**src/rtl/mux_logic_sweeper.sv**
```systemverilog
`default_nettype none
// ============================================================================
// Module   : mux_logic_sweeper
// Purpose  : Drives all 8 {a,b,c} vectors into a 2:1-mux logic block, samples
//            y after a settle time and compares the observed table to golden.
// Revision : 1.0
// ============================================================================
module mux_logic_sweeper #(
   parameter int SETTLE_CYCLES = 2,
   parameter int CNT_W         = 4
) (
   input  logic       clk,
   input  logic       rst_n,
   input  logic       start,
   input  logic [7:0] golden,
   input  logic       y_in,
   output logic       a_out,
   output logic       b_out,
   output logic       c_out,
   output logic       busy,
   output logic       done,
   output logic       pass,
   output logic [7:0] result,
   output logic [2:0] mismatch_idx,
   output logic [3:0] mismatch_cnt
);

   // A settle time of zero would sample before the stimulus is ever driven.
   localparam int             c_SETTLE   = (SETTLE_CYCLES < 1) ? 1 : SETTLE_CYCLES;
   localparam logic [CNT_W-1:0] c_CNT_LAST = CNT_W'(c_SETTLE - 1);

   typedef enum logic [1:0] {
      S_IDLE   = 2'd0,
      S_DRIVE  = 2'd1,
      S_SAMPLE = 2'd2,
      S_FINISH = 2'd3
   } state_t;

   state_t           r_state;
   logic [2:0]       r_vec;
   logic [2:0]       r_stim;
   logic [CNT_W-1:0] r_cnt;
   logic [7:0]       r_gold;
   logic [7:0]       r_result;
   logic             r_busy;
   logic             r_done;
   logic             r_pass;
   logic [2:0]       r_midx;
   logic [3:0]       r_mcnt;

   logic             w_miss;
   logic [3:0]       w_mcnt_nxt;

   assign w_miss     = (y_in != r_gold[r_vec]);
   assign w_mcnt_nxt = r_mcnt + {3'd0, w_miss};

   always_ff @(posedge clk or negedge rst_n) begin
      if (!rst_n) begin
         r_state  <= S_IDLE;
         r_vec    <= 3'd0;
         r_stim   <= 3'd0;
         r_cnt    <= '0;
         r_gold   <= 8'd0;
         r_result <= 8'd0;
         r_busy   <= 1'b0;
         r_done   <= 1'b0;
         r_pass   <= 1'b0;
         r_midx   <= 3'd0;
         r_mcnt   <= 4'd0;
      end else begin
         case (r_state)
            S_IDLE: begin
               r_done <= 1'b0;
               if (start) begin
                  r_vec    <= 3'd0;
                  r_stim   <= 3'd0;
                  r_cnt    <= '0;
                  r_gold   <= golden;
                  r_result <= 8'd0;
                  r_pass   <= 1'b0;
                  r_midx   <= 3'd0;
                  r_mcnt   <= 4'd0;
                  r_busy   <= 1'b1;
                  r_state  <= S_DRIVE;
               end
            end
            S_DRIVE: begin
               r_cnt <= r_cnt + CNT_W'(1);
               if (r_cnt == c_CNT_LAST) begin
                  r_state <= S_SAMPLE;
               end
            end
            S_SAMPLE: begin
               r_result[r_vec] <= y_in;
               if (w_miss) begin
                  r_mcnt <= w_mcnt_nxt;
                  if (r_mcnt == 4'd0) begin
                     r_midx <= r_vec;
                  end
               end
               if (r_vec == 3'd7) begin
                  // pass must reflect this final sample, so use the next count
                  r_pass  <= (w_mcnt_nxt == 4'd0);
                  r_busy  <= 1'b0;
                  r_done  <= 1'b1;
                  r_stim  <= 3'd0;
                  r_state <= S_FINISH;
               end else begin
                  r_vec   <= r_vec + 3'd1;
                  r_stim  <= r_vec + 3'd1;
                  r_cnt   <= '0;
                  r_state <= S_DRIVE;
               end
            end
            S_FINISH: begin
               r_done  <= 1'b0;
               r_state <= S_IDLE;
            end
            default: begin
               r_state <= S_IDLE;
            end
         endcase
      end
   end

   assign {a_out, b_out, c_out} = r_stim;
   assign busy         = r_busy;
   assign done         = r_done;
   assign pass         = r_pass;
   assign result       = r_result;
   assign mismatch_idx = r_midx;
   assign mismatch_cnt = r_mcnt;

endmodule
`default_nettype wire
```
**config.mk**
```make
export PLATFORM = sky130hd
export DESIGN_NAME = mux_logic_sweeper
export DESIGN_NICKNAME = d
export VERILOG_FILES = /design/src/rtl/mux_logic_sweeper.sv
export SDC_FILE = /design/constraint.sdc
export NUM_CORES = 1
export LEC_CHECK = 0
export CAP_MARGIN = 30
export CELL_PAD_IN_SITES_DETAIL_PLACEMENT = 0
export CELL_PAD_IN_SITES_GLOBAL_PLACEMENT = 1
export CORE_MARGIN = 2
export CORE_UTILIZATION = 41
export CTS_CLUSTER_SIZE = 25
export DETAILED_ROUTE_END_ITERATION = 8
export HOLD_SLACK_MARGIN = 0.15
export PLACE_DENSITY = 0.82
export SETUP_SLACK_MARGIN = 0.4
export SLEW_MARGIN = 20
export SYNTH_ARGS = -nofsm -noshare
export SYNTH_HDL_FRONTEND = slang
export SYNTH_SLANG_ARGS = --single-unit
```
**constraint.sdc**
```tcl
create_clock -name clk -period 3.32 [get_ports clk]
set_clock_uncertainty 0.05 [all_clocks]
set_input_delay 0.498 -clock clk [delete_from_list [all_inputs] [get_ports clk]]
set_output_delay 0.498 -clock clk [all_outputs]
set_load 0.05 [all_outputs]
```
==> metrics.md <==
| Metric | Value |
|---|---|
| Largest net degree at the start of global routing | 39 |
| Post-synth cell types | 35 |
| Run status | finished, final reports clean |
| Int Power | between 1000 and 1500 uW |
| Normalized max-slew margin | 57.1% |
| Total clock sinks | 38 |
| Die area | about 5600 um^2 |
| CTS Buffer Depth | 2 |
| Max stage delay on crit path | 0.60 ns |
| Core area | 4790 um^2 |
| Detail Route Antenna Nets | 0 |
| Post-detail-place hpwl | 2930 um |
| Non-Filler Cell Area, Final | ~2500 um^2 |
| Vias in the first global route | ~1500 |
| Ys flop type | dfrtp_1 |
| H-tree lvl count | 2 |
| Cell Rows | 25 |
| Worst Setup End Kind | register |
| CTS clk-pin slew, worst paths | ~0.08 ns |
| CTS tree | done |
| Routed vias | 1562 |
| DR pass1 iterations | 4 |
| Port bufs | 32 |
| Top-Level Pins | 33 |
| Synthesized area | 2050 um^2 |
| GPL Wtd Cong | about 0.76 |
| Count of pins over their slew limit | 0 |
| Req. time, crit path | about 3.5 ns |
| Mapped Nets | between 200 and 250 |
| Initial antenna violation count | 0 |
| GRT overflow | 0 |
| Dpl cell area | approximately 2400 um^2 |
| Period utilization | roughly four fifths |
| Finished Layout Cells | 302 |
| Max_cap viols | 0 |
| Yosys reg bits | 38 |
| Switch Pwr | approximately 950 uW |
| Worst setup SP type | register |
| FMAX | 0.385 GHz |
| DRT iter0 DRCs | 57 |
| Fin. Hold Viols | 0 |
| Die extent in y | between 70 and 80 um |
| Final Net Count | between 200 and 300 |
| Clk Latency, worst-skew pair | slightly below 0.3 ns |
| CTS buffer count | 5 |
| Warnings, synthesis | 0 |
| DR DRC count | 0 |
| Critical-path top delay cell | dfrtp_1 |
| CP Class | reg -> reg |
| Register area share after synthesis | 46.4% |
| Layout cells sized above 1 | just over 7% |
| Worst-margin pin slew | about 0.63 ns |
| Final setup violation count | 0 |
| CTS resizes | 0 |
| Leak pwr | 0.00110 uW |
| Unrepaired setup endpoints after global routing | no |
| N_diodes | 0 |
| Post-Route WL | between 4000 and 5000 um |
| Reg power frac | around a third |
| Post-DR wirelength/cell | 13.8 um |
| Pwr per Cell Area | between 800 and 900 nW/um^2 |
| First-pass GRT wire length | slightly above 7000 um |
| Minimum clock period | between 2 and 3 ns |
| Die X | 74.7 um |
| Initial core utilization | around 43% |
| CP dominant cell by count | ha_1 |
| Switching share of power | between 40% and 50% |
| Mean post-synth cell area | about 10 um^2 |
| Placed Cells incl. Taps | between 200 and 300 |
| Setup TNS | 0 ns |
| Clock power frac | 15.2% |
| Mean number of vias per cell | 5.17 |
| Comb power frac | about half |
| HP Class | reg -> reg |
| Layout area overhead | 24.4% |
| Cells after Synth | 200 |
| Maximum vdd drop | around 0.00033 V |
| Post-synth EDFFs | 0 |
| Crit path max fanout | 14 |
| Crit path arrival time | approximately 2.8 ns |
| GR Util All Layers | 17.1% |
| CP Cell Sequence | mux4_1 -> mux2i_4 -> xnor2_4 -> ha_1 -> ha_1 -> xor2_1 -> nor3_1 -> nand3_1 -> o31ai_1 |
| Root Buffer | clkbuf_8 |
| Fraction of registers with async set/reset | 100% |
[metal layers]
layer  global-route usage [%]  up-vias  part of all wire, %
li1                         -      787                    -
met1                     25.0      736                   52
met2                     24.7       32                   43
met3                     4.42        7                  3.1
met4                     5.95        0                  1.6
met5                        0        -                    0
[power groups by stage]
stage / clock network (uW) / registers, uW / logic [uW]
finish: 327 / 718 / 1110
global route: 357 / 739 / 1220
CTS: 338 / 718 / 1110
detailed placement: 0 / 725 / 1110
global placement: 0 / 722 / 1090
floorplan: 0 / 848 / 683
[timing repair]
action,4_1_cts,5_1_grt
hold endpoints to repair,0,9
setup endpoints to repair,0,0
hold buffers,0,1
buffers inserted,0,0
[flip-flops by register name, indices dropped and copies added (netlist names)]
register      cells
mismatch_cnt      4
r_state           2
busy              1
result            8
mismatch_idx      3
r_stim            3
done              1
pass              1
r_vec             3
r_gold            8
r_cnt             4
[critical path, delay by kind of cell, from the launching register on]
kind | cells | cell delay [ns]
compound gates | 1 | 0.18
xor+xnor | 2 | 0.33
fa+ha+maj | 2 | 0.47
flops | 1 | 0.60
mux | 2 | 0.63
simple gates | 2 | 0.25
[kinds of logic (layout without fill, tap and decap cells)]
logic type	count (synthesis)	in the layout	synth area share [%]
buffers and inverters	17	52	3.78
multiplexers	19	19	12.0
AND/OR/NAND/NOR	56	56	12.3
AO/OA/AOI/OAI	57	57	17.2
XOR/XNOR	3	3	2.20
flip-flops	38	38	46.4
adder cells (fa/ha/maj)	10	10	6.11
[cells in the final DEF, fill, tap and decap left out, drive strengths merged]
cell,count
a21boi,1
a21o,2
a21oi,4
a22o,5
a22oi,2
a31oi,4
a32o,1
and2,1
buf,6
clkbuf,7
clkdlybuf4s50,31
clkinv,1
dfrtp,38
dlygate4sd3,1
ha,10
inv,6
mux2,8
mux2i,9
mux4,2
nand2,27
nand2b,3
nand3,6
nand3b,2
nand4,1
nor2,8
nor2b,4
nor3,4
o21ai,29
o31ai,6
o41ai,3
xnor2,1
xor2,2
[metrics by stage]
step	utilization, %	hold slack, ns	setup WS (ns)	power [uW]
floorplan	-	0.152	0.785	1530
global placement	50.7	0.424	0.775	1810
detailed placement	50.7	0.423	0.705	1830
CTS	52.6	0.289	0.713	2170
global route	53.3	0.464	0.447	2320
finish	53.3	0.443	0.724	2150
[synthesized netlist by cell type (5+ instances only)]
cell type	instances	area share (%)
dfrtp_1	38	46
nand2_1	27	4.9
o21ai_1	23	5.6
ha_1	10	6.1
mux2_1	8	4.4
mux2i_1	8	3.9
nor2_1	8	1.5
clkbuf_1	6	1.1
nand3_1	6	1.5
o21ai_0	6	1.5
o31ai_1	6	2.2
a22o_1	5	2.1
inv_1	5	0.92
[path summary, 6_finish.rpt]
path	start	to	slack, ns	cells after the start
max in group asynchronous	rst_n	r_vec[0]	2.21	3
hold / removal	r_gold[1]	r_gold[1]	0.44	1
setup / recovery	r_vec[1]	pass	0.72	9
min in group asynchronous	rst_n	r_stim[0]	0.57	2
hold reg to reg	r_gold[1]	r_gold[1]	0.44	1
setup reg to reg	r_vec[1]	pass	0.72	9
[final cells by class]
cell class,instances,area [um^2]
flip-flops and latches,38,951
multi-input cells,145,1020
well taps,67,83.8
clock inverters,1,5.00
fillers,441,2240
clock buffers,7,86.3
repair buffers,38,375
inverters,6,22.5
Power figures use the tool's default switching activity.
